`config.mk`:
```
export PLATFORM = sky130hd
export DESIGN_NAME = piso_serializer
export DESIGN_NICKNAME = d
export VERILOG_FILES = /design/src/rtl/piso_pkg.sv /design/src/rtl/piso_serializer_bit_timer.sv /design/src/rtl/piso_serializer.sv
export SDC_FILE = /design/constraint.sdc
export NUM_CORES = 1
export LEC_CHECK = 0
export ABC_AREA = 1
export BUFFER_PORTS_ARGS = -buffer_cell sky130_fd_sc_hd__buf_2
export CORE_ASPECT_RATIO = 0.8
export CORE_UTILIZATION = 32
export DETAILED_ROUTE_END_ITERATION = 12
export HOLD_SLACK_MARGIN = 0.03
export RECOVER_POWER = 100
export SLEW_MARGIN = 10
export SYNTH_ARGS = -nofsm -noshare
export SYNTH_HDL_FRONTEND = slang
export SYNTH_SLANG_ARGS = --single-unit
export TNS_END_PERCENT = 10
```
`constraint.sdc`:
```
create_clock -name clk -period 1.5 [get_ports clk]
set_input_delay 0.3 -clock clk [delete_from_list [all_inputs] [get_ports clk]]
set_output_delay 0.3 -clock clk [all_outputs]
set_load 0.05 [all_outputs]
```
`src/rtl/piso_pkg.sv`:
```
// ---------------------------------------------------------------------------
// piso_pkg
// Shared definitions for the piso_serializer transmitter: the FSM state
// encoding and the serial line levels used when framing a word.
// No ports (package).
// ---------------------------------------------------------------------------
package piso_pkg;

  typedef enum logic [2:0] {
    IDLE   = 3'd0,
    START  = 3'd1,
    DATA   = 3'd2,
    PARITY = 3'd3,
    STOP   = 3'd4
  } state_t;

  localparam logic LINE_IDLE = 1'b1;
  localparam logic START_LVL = 1'b0;
  localparam logic STOP_LVL  = 1'b1;

endpackage

```
`src/rtl/piso_serializer_bit_timer.sv`:
```
// ---------------------------------------------------------------------------
// bit_timer
// Free-running bit-period counter for the serializer. Counts
// 0..CLKS_PER_BIT-1 and flags the last cycle of each bit period.
// Ports:
//   clk   - system clock
//   reset - synchronous, active-low reset
//   clear - hold the counter at 0 (used while the line is idle)
//   tick  - high on the last cycle of each bit period
// ---------------------------------------------------------------------------
module bit_timer #(
  parameter int CLKS_PER_BIT = 4
) (
  input  logic clk,
  input  logic reset,
  input  logic clear,
  output logic tick
);

  localparam int CW = (CLKS_PER_BIT > 1) ? $clog2(CLKS_PER_BIT) : 1;

  logic [CW-1:0] cnt_q, cnt_d;

  assign tick = (cnt_q == CW'(CLKS_PER_BIT - 1));

  // Wrapping on tick keeps the counter aligned to bit boundaries, so every
  // state change (which only happens on tick or out of IDLE) restarts at 0.
  always_comb begin
    cnt_d = cnt_q;
    if (clear || tick) begin
      cnt_d = '0;
    end else begin
      cnt_d = cnt_q + 1'b1;
    end
  end

  always_ff @(posedge clk) begin
    if (!reset) begin
      cnt_q <= '0;
    end else begin
      cnt_q <= cnt_d;
    end
  end

endmodule

```
`src/rtl/piso_serializer.sv`:
```
// ---------------------------------------------------------------------------
// piso_serializer
// Parallel-in, serial-out transmitter. Accepts a WIDTH-bit word on a
// load/ready handshake and sends it as start bit, data LSB-first, stop bit,
// each held CLKS_PER_BIT cycles.
// Optional feature: define PISO_PARITY_EN to insert an even-parity bit
// between the data bits and the stop bit.
// Ports:
//   clk     - system clock
//   reset   - synchronous, active-low reset
//   data_in - parallel word, sampled only when accepted
//   load    - word valid; accepted when load && ready
//   ready   - high only while idle
//   tx_out  - serial line, idles high
//   busy    - high from acceptance until the frame completes
//   done    - one-cycle pulse in the last cycle of the stop bit
// ---------------------------------------------------------------------------
module piso_serializer
  import piso_pkg::*;
#(
  parameter int WIDTH        = 8,
  parameter int CLKS_PER_BIT = 4
) (
  input  logic             clk,
  input  logic             reset,
  input  logic [WIDTH-1:0] data_in,
  input  logic             load,
  output logic             ready,
  output logic             tx_out,
  output logic             busy,
  output logic             done
);

  localparam int IW = $clog2(WIDTH);

  state_t           state_q, state_d;
  logic [WIDTH-1:0] shift_q, shift_d;
  logic [IW-1:0]    bitIdx_q, bitIdx_d;
  logic             tick;
  logic             timerClear;
`ifdef PISO_PARITY_EN
  logic             parity_q, parity_d;
`endif

  // Timer is parked in IDLE so the START bit gets a full period from acceptance.
  assign timerClear = (state_q == IDLE);

  bit_timer #(
    .CLKS_PER_BIT(CLKS_PER_BIT)
  ) u_bit_timer (
    .clk   (clk),
    .reset (reset),
    .clear (timerClear),
    .tick  (tick)
  );

  always_ff @(posedge clk) begin
    if (!reset) begin
      state_q  <= IDLE;
      shift_q  <= '0;
      bitIdx_q <= '0;
`ifdef PISO_PARITY_EN
      parity_q <= 1'b0;
`endif
    end else begin
      state_q  <= state_d;
      shift_q  <= shift_d;
      bitIdx_q <= bitIdx_d;
`ifdef PISO_PARITY_EN
      parity_q <= parity_d;
`endif
    end
  end

  always_comb begin
    state_d  = state_q;
    shift_d  = shift_q;
    bitIdx_d = bitIdx_q;
`ifdef PISO_PARITY_EN
    parity_d = parity_q;
`endif
    tx_out   = LINE_IDLE;
    ready    = 1'b0;
    busy     = 1'b1;
    done     = 1'b0;

    case (state_q)
      IDLE: begin
        ready = 1'b1;
        busy  = 1'b0;
        if (load) begin
          shift_d  = data_in;
          bitIdx_d = '0;
`ifdef PISO_PARITY_EN
          parity_d = ^data_in;
`endif
          state_d  = START;
        end
      end

      START: begin
        tx_out = START_LVL;
        if (tick) begin
          bitIdx_d = '0;
          state_d  = DATA;
        end
      end

      // The current data bit always sits in shift_q[0]; the shift happens at
      // the end of each bit period so the next bit lines up for the next one.
      DATA: begin
        tx_out = shift_q[0];
        if (tick) begin
          shift_d = shift_q >> 1;
          if (bitIdx_q == IW'(WIDTH - 1)) begin
            bitIdx_d = '0;
`ifdef PISO_PARITY_EN
            state_d  = PARITY;
`else
            state_d  = STOP;
`endif
          end else begin
            bitIdx_d = bitIdx_q + 1'b1;
          end
        end
      end

`ifdef PISO_PARITY_EN
      PARITY: begin
        tx_out = parity_q;
        if (tick) begin
          state_d = STOP;
        end
      end
`endif

      STOP: begin
        tx_out = STOP_LVL;
        if (tick) begin
          done    = 1'b1;
          state_d = IDLE;
        end
      end

      default: begin
        state_d = IDLE;
      end
    endcase
  end

endmodule

```
==> results.ini, run 1 <==
[synth]
ys_types = 19
synth_edf_count = 0
ys_ff_latch = 16
synth.yosys.seq_area_share_pct = 37.8
yosysWarnings = 0
avgSynthCellArea_um2 = 6.72
synth_ff_type = dfxtp_1
syn_nets = 140
syn-cell-area_um2 = 847
synth-async-reset-ratio_pct = 0
netlist_instances = 126

[setup_path]
crit_type = flop to primary output
start_kind = flop
endpoint_kind = primary output
crit_arrival_ns = 1.17
crit_path_max_incr_delay_ns = 0.40
critPathSlowestCell = dfxtp_4
crit_family = flip-flops
path_buf_inv = 2
cp.required_ns = 1.20
path_cells = inv_4, nor4_4, buf_6
cp_max_fo = 5

[cells_and_area]
fin_util_pct = 44.5
layout_commonest_cell = nand2_1
instances_no_fill = 185
syn_to_final_growth_pct = 30.4
layout_common_cells = nand2_1, nor2_1, dfxtp_1
antenna_cells = 0
fin_area_um2 = 1100
nets = 165
drive_above_1_share_pct = 33.6
fillCellCount = 269

[route]
num_vias = 856
drt-initial-drc-count = 25
routed_via_density = 4.63
final_antenna_net_count = 0
first_pass_iters = 4
routed_wl_um = 1880
avgRoutedWirePerCell_um = 10.1
drc_errors = 0

[grt]
grt_pass1_vias = 712
grt_pass1_wl_um = 2940
grt_start_max_net_pins = 13
track_usage_pct = 14.3
overflow = 0
antenna_found_initial = 0

[die]
die_x_um = 59.5
ioPinCount = 15
die_area_um2 = 2860
start_util_pct = 34.1
core-area_um2 = 2480
die_h_um = 48.0
std_cell_rows = 16

[sta]
worst_pin_slew_ns = 0.356
max_freq_ghz = 0.679
finalSetupViolCount = 0
hold_violations = 0
setup_ws_ns = 0.0281
fin_crit_ns = 1.47
period_share_pct = 98.1
skew_ns = 0.000667
setup_tns_ns = 0
relSlewSlack_pct = 76.0
grt_setup_unrepaired = yes
maxSlewViolCount = 0

[pwr]
switching_share_pct = 38.3
power.switching_mw = 0.478
p_per_area_nw_per_um2 = 1130
clkPwrFrac_pct = 16.9
power_frac_comb_pct = 39.9
p_leak_nw = 0.536
vdd_drop_max_uv = 497
p_int_mw = 0.771
p_seq_share_pct = 43.2

[place]
place_inst = 179
dpl_cell_area_um2 = 998
dp_slack_ns = 0.113
dp_hpwl_um = 1430
place.gp.congestion = 0.826
io_buffers = 14

[clock_tree]
cts.sinks = 16
clockBufferDepth = 2
cts_tree = built
cts.clk_slew.worst_paths_ns = 0.08
htreeDepth = 1
holdBufCountCts = 0
clk_latency_ns = 0.27
cts_made_buffers = 3
cts_root_buf = clkbuf_4

[flow_run]
drv_cap = 0

[min_path]
min-delay-path-class = input pin to flop

[run_status]
status = complete, no violations

registers in the layout, indices dropped and copies added, names as in the netlist:
name               count
state_q                3
bitIdx_q               3
u_bit_timer.cnt_q      2
shift_q                8
logic make-up after synthesis:
kind of cell	share of synthesized area, %
compound gates	8.12
fa+ha+maj	4.43
buf+inv	8.27
flops	37.8
simple gates	41.4
per-layer routing:
| layer | part of all wire [%] | track usage [%] |
|---|---|---|
| met1 | 45 | 17.2 |
| met2 | 47 | 25.4 |
| met3 | 6.4 | 2.43 |
| met4 | 1.2 | 6.98 |
| met5 | 0 | 0 |
metrics by stage:
stage | total power, mW | hold WS [ns]
after floorplan | 0.877 | 0.399
final | 1.25 | 0.300
after global routing | 1.34 | 0.286
after detailed placement | 0.986 | 0.421
after global placement | 0.978 | 0.407
after CTS | 1.23 | 0.290
synthesized netlist by cell type (2+ instances only):
library cell  number  area, um^2
nor2_2             2        12.5
nand2_4            2        22.5
nand2_2            4        25.0
nand4_1            2        12.5
dfxtp_1           16         320
ha_1               3        37.5
inv_1              9        33.8
nand2_1           31         116
inv_2              3        11.3
nor2_1            29         109
nand3_1            7        35.0
o21ai_0            8        40.0
a21oi_1            4        20.0
timing repair:
item                       in CTS  in global routing
setup endpoints to repair       4                  4
buffers inserted                1                  2
pin swaps                       2                  5
gates cloned                    0                  0
gates resized for setup        12                 13
final cells by class:
cell class                 instances  area [um^2]  area share (%)
clock buffer                       3         22.5            2.04
tap                               36         45.0            4.08
timing repair buffer              22          155            14.0
inverter                          13         58.8            5.32
multi-input combinational         95          492            44.5
sequential                        16          332            30.0
worst register-to-register path, cell delays in order, from the launching register on:
cell     delay (ns)
dfxtp_1        0.37
ha_1           0.17
ha_1           0.16
inv_1          0.04
o21ai_0        0.31
nand4_1        0.14
a21oi_1        0.14
path summary, 6_finish.rpt:
kind                            slack [ns]                              end  depth (start not counted)                             from
worst min register to register        0.44  u_bit_timer.cnt_q[0]$_SDFF_PP0_                          1  u_bit_timer.cnt_q[0]$_SDFF_PP0_
worst max-delay path                  0.03                             done                          3          state_q[2]$_SDFFE_PN0P_
worst min-delay path                  0.30          shift_q[7]$_SDFFE_PN0P_                          3                       data_in[7]
worst max register to register        0.10          state_q[2]$_SDFFE_PN0P_                          6         bitIdx_q[0]$_SDFFE_PN0P_
power groups by stage:
stage	logic (mW)	clock network, mW	registers (mW)
floorplan	0.341	0	0.535
global placement	0.441	0	0.537
detailed placement	0.445	0	0.541
CTS	0.467	0.228	0.533
global route	0.549	0.246	0.546
finish	0.499	0.211	0.539
(Power assumes the default switching activity.)
==> run 2, diff against run 1 <==
SETUP_SLACK_MARGIN = 0.4   (was not set)
==> results.ini, run 2 (synthesis gave the netlist of run 1 again) <==
[sta]
setup_ws_ns = -0.0386  ; -0.0667 ns
max_freq_ghz = 0.650  ; -4.3%
setup_tns_ns = -0.0692  ; -0.0692 ns
finalSetupViolCount = 2  ; +2
holdWs_ns = 0.280  ; -0.0193 ns
hold_violations = 0  ; unchanged
maxSlewViolCount = 0  ; unchanged
worst_pin_slew_ns = 0.204  ; -0.152 ns
fin_crit_ns = 1.54  ; +0.0667 ns
grt_setup_unrepaired = yes
skew_ns = 0.00306  ; +0.00240 ns
period_share_pct = 103  ; +4.4 points
relSlewSlack_pct = 86.3  ; +10 points

[route]
wl_met3_um = 55  ; -55%
wl_met2_um = 953  ; +7.9%
avgRoutedWirePerCell_um = 10.5  ; +3.1%
drt-initial-drc-count = 22  ; -12%
routed_via_density = 4.52  ; -2.2%
highest_layer = met4
drc_errors = 0  ; unchanged
num_vias = 837  ; -2.2%
routed_wl_um = 1940  ; +3.1%
first_pass_iters = 4  ; unchanged
final_antenna_net_count = 0  ; unchanged
wl_met1_um = 923  ; +8.8%

[die]
core-area_um2 = 2480  ; unchanged
die_x_um = 59.5  ; unchanged
die_area_um2 = 2860  ; unchanged
ioPinCount = 15  ; unchanged
std_cell_rows = 16  ; unchanged
start_util_pct = 34.1  ; unchanged
die_h_um = 48.0  ; unchanged

[cells_and_area]
largest_register = shift_q
nets = 164  ; -0.61%
antenna_cells = 0  ; unchanged
layout_commonest_cell = nand2_1
drive_above_1_share_pct = 40.3  ; +6.7 points
reg_top3 = shift_q x8, bitIdx_q x3, state_q x3
fillCellCount = 259  ; -3.7%
largest_reg_flops = 8  ; unchanged
layout_common_cells = nand2_1, nor2_1, buf_2
syn_to_final_growth_pct = 43.1

[place]
dp_hpwl_um = 1360  ; -4.7%
place.gp.congestion = 0.745  ; -9.8%
io_buffers = 14  ; unchanged

[setup_path]
endpoint_kind = primary output
path_buf_inv = 2  ; unchanged
crit_type = flop to primary output
crit_arrival_ns = 1.24  ; +0.07 ns
path_cells = buf_6, nor4_4, buf_6
start_kind = flop
crit_family = flip-flops
crit_top_cell = buf_6
critPathSlowestCell = dfxtp_4
cp_max_fo = 3  ; -2
crit_path_max_incr_delay_ns = 0.38  ; -0.02 ns
cp.required_ns = 1.20  ; about the same

[clock_tree]
cts_made_buffers = 3  ; unchanged
holdBufCountCts = 0  ; unchanged
htreeDepth = 1  ; unchanged
cts_tree = built
cts_root_buf = clkbuf_4
cts.clk_slew.worst_paths_ns = 0.10  ; +0.02 ns
clockBufferDepth = 2  ; unchanged
clk_latency_ns = 0.29  ; +0.02 ns
cts.sinks = 16  ; unchanged

[run_status]
violations = setup timing
status = complete, but fails checks

[pwr]
p_leak_nw = 0.551  ; +2.8%
vdd_drop_max_uv = 434  ; -13%
p_per_area_nw_per_um2 = 1170  ; +3.4%
p_total_mw = 1.42  ; +13%

[min_path]
min-delay-path-class = input pin to flop

[grt]
overflow = 0  ; unchanged
grt_start_max_net_pins = 13  ; unchanged
grt_pass1_wl_um = 3000  ; +2.1%
grt_pass1_vias = 715  ; +0.42%
antenna_found_initial = 0  ; unchanged
track_usage_pct = 14.8  ; +0.50 points

[flow_run]
drv_cap = 0  ; unchanged

## run 2: changes by cell type in the layout (fill, tap and decap cells not counted), moves of 2 or more
cell,before,now
nor2_4,1,6
inv_4,2,4
buf_8,0,2
nor2_1,28,25
ha_4,1,3
buf_4,8,6
inv_2,4,2
nor2_2,3,1
ha_1,2,0
dfxtp_1,11,9
## run 2: repair_timing
item / in CTS / in global routing
gates resized for setup: 26 / 8
pin swaps: 8 / 7
buffers inserted: 5 / 0
setup endpoints to repair: 17 / 18
## run 2: path summary, 6_finish.rpt
path | start | slack [ns] | cells past startpoint | end
hold reg to reg | u_bit_timer.cnt_q[0]$_SDFF_PP0_ | 0.44 | 1 | u_bit_timer.cnt_q[0]$_SDFF_PP0_
hold / removal | data_in[7] | 0.28 | 3 | shift_q[7]$_SDFFE_PN0P_
setup / recovery | state_q[0]$_SDFFE_PN0P_ | -0.04 | 3 | done
setup reg to reg | state_q[0]$_SDFFE_PN0P_ | 0.15 | 9 | shift_q[0]$_SDFFE_PN0P_
## run 2: where the power goes
group	switching (mW)	total (mW)	leakage, nW	internal [mW]
Clock	0.147	0.295	0.0210	0.148
Combinational	0.337	0.563	0.395	0.226
Sequential	0.0611	0.559	0.136	0.498
## run 2: layer usage
metal | up-vias | GRT usage [%]
met1 | 382 | 18.1
li1 | 443 | -
met5 | - | 0
met2 | 10 | 25.4
met3 | 2 | 4.86
met4 | 0 | 4.19
## run 2: worst register-to-register path, cell delays in order, from the launching register on
cell and delay, ns:
dfxtp_4 0.38, inv_4 0.06, nand2_4 0.04, nor2_4 0.10, buf_4 0.22, nand2_4 0.09
nand2_4 0.13, clkinv_4 0.09, nor2_1 0.09, nor2_1 0.05
## run 2: layout make-up
type	count	area, um^2	share of cell area (%)
clock buffers	4	36.3	2.99
inverters	13	63.8	5.26
multi-input cells	95	572	47.2
flip-flops and latches	16	337	27.8
well taps	36	45.0	3.72
repair buffers	21	159	13.1
## run 2: metrics by stage
step                      setup slack (ns)  utilization [%]  area (um^2)  cells
after CTS                          -0.0499             47.7         1180    185
after global placement               0.113             41.0         1020    176
final                              -0.0386             48.8         1210    185
after detailed placement             0.114             41.0         1020    176
after floorplan                     0.0757                -          905    126
after global routing                -0.102             48.8         1210    185
==> run 3, diff against run 2 <==
CORE_ASPECT_RATIO = not set   (was 0.8)
==> results.ini, run 3 (synthesis gave the netlist of run 1 again) <==
[run_status]
status = complete, but fails checks
violations = setup timing

[sta]
setup_ws_ns = -0.0308  ; +0.00780 ns
relSlewSlack_pct = 86.2  ; -0.11 points
setup_tns_ns = -0.0760  ; -0.00680 ns
finalSetupViolCount = 3  ; +1
worst_pin_slew_ns = 0.206  ; +0.00162 ns
fin_crit_ns = 1.53  ; -0.00780 ns
hold_violations = 0  ; unchanged
period_share_pct = 102  ; -0.52 points
holdWs_ns = 0.278  ; -0.00271 ns
grt_setup_unrepaired = yes
max_freq_ghz = 0.653  ; +0.51%
maxSlewViolCount = 0  ; unchanged
skew_ns = 0.000775  ; -0.00229 ns

[grt]
grt_start_max_net_pins = 13  ; unchanged
overflow = 0  ; unchanged
grt_pass1_wl_um = 3350  ; +12%
antenna_found_initial = 0  ; unchanged
track_usage_pct = 16.4  ; +1.6 points
grt_pass1_vias = 796  ; +11%

[pwr]
p_total_mw = 1.35  ; -4.8%
vdd_drop_max_uv = 550  ; +27%
p_leak_nw = 0.539  ; -2.2%
p_per_area_nw_per_um2 = 1140  ; -2.2%

[clock_tree]
cts.sinks = 16  ; unchanged
cts_root_buf = clkbuf_4
cts_tree = built
clockBufferDepth = 2  ; unchanged
htreeDepth = 1  ; unchanged
clk_latency_ns = 0.29  ; about the same
cts.clk_slew.worst_paths_ns = 0.09  ; about the same
holdBufCountCts = 0  ; unchanged
cts_made_buffers = 3  ; unchanged

[cells_and_area]
fin_area_um2 = 1180  ; -2.7%
drive_above_1_share_pct = 37.8  ; -2.4 points
nets = 163  ; -0.61%
multiInputGateArea_um2 = 556  ; -2.8%
fillCellCount = 251  ; -3.1%
antenna_cells = 0  ; unchanged
layout_common_cells = nand2_1, nor2_1, buf_2
largest_register = shift_q
largest_reg_flops = 8  ; unchanged
fin_util_pct = 47.2  ; -1.6 points
syn_to_final_growth_pct = 39.3
reg_top3 = shift_q x8, bitIdx_q x3, state_q x3
instances_no_fill = 178  ; -3.8%
regArea_um2 = 337  ; unchanged
layout_commonest_cell = nand2_1

[route]
final_antenna_net_count = 0  ; unchanged
first_pass_iters = 4  ; unchanged
drc_errors = 0  ; unchanged
num_vias = 833  ; -0.48%
drt-initial-drc-count = 14  ; -36%
routed_wl_um = 1890  ; -2.6%
avgRoutedWirePerCell_um = 10.6  ; +1.2%
routed_via_density = 4.68  ; +3.4%

[place]
place.gp.congestion = 0.804  ; +7.9%
dp_slack_ns = 0.120  ; +0.00617 ns
io_buffers = 14  ; unchanged
dp_hpwl_um = 1340  ; -1.5%
dpl_cell_area_um2 = 1010  ; -0.74%
place_inst = 170  ; -3.4%

[setup_path]
start_kind = flop
reg2reg_depth = 9  ; unchanged
crit_type = flop to primary output
cp.required_ns = 1.20  ; about the same
crit_arrival_ns = 1.23  ; about the same
endpoint_kind = primary output
cp_max_fo = 4  ; +1

[die]
start_util_pct = 33.9  ; -0.24 points
die_h_um = 53.5  ; +11%
ioPinCount = 15  ; unchanged
std_cell_rows = 18  ; +2
core-area_um2 = 2500  ; +0.71%
die_x_um = 53.5  ; -10%
die_area_um2 = 2860  ; about the same

[min_path]
min-delay-path-class = input pin to flop
holdPathStages = 3  ; unchanged

[flow_run]
drv_cap = 0  ; unchanged

-- run 3: area by class of cell --
class / instances / area share, %
multi-input cells: 95 / 47.1
repair buffers: 20 / 13.6
clock buffers: 4 / 2.23
flip-flops and latches: 16 / 28.5
well taps: 30 / 3.18
inverters: 13 / 5.41
-- run 3: worst paths after layout --
kind | from | endpoint | slack (ns)
worst max-delay path | state_q[0]$_SDFFE_PN0P_ | done | -0.03
worst min-delay path | data_in[7] | shift_q[7]$_SDFFE_PN0P_ | 0.28
worst max register to register | state_q[0]$_SDFFE_PN0P_ | shift_q[1]$_SDFFE_PN0P_ | 0.07
worst min register to register | u_bit_timer.cnt_q[0]$_SDFF_PP0_ | u_bit_timer.cnt_q[0]$_SDFF_PP0_ | 0.45
-- run 3: report_power, final --
group | switching [mW] | internal [mW]
combinational | 0.332 | 0.222
clock | 0.138 | 0.103
sequential | 0.0583 | 0.495
-- run 3: per-layer routing --
layer  global-route usage [%]  share of wire [%]
met5                        0                  0
met4                     6.58                2.0
met3                     2.59                2.7
met2                     29.2                 49
met1                     19.0                 46
-- run 3: critical path, stage by stage (launching register included) --
cell     delay, ns
dfxtp_4       0.37
buf_12        0.13
nor4_4        0.25
buf_6         0.19
-- run 3: what timing repair did --
| item | CTS | global route |
|---|---|---|
| pin swaps | 8 | 4 |
| setup endpoints to repair | 17 | 18 |
| setup buffers | 4 | 0 |
| gates resized for setup | 22 | 8 |
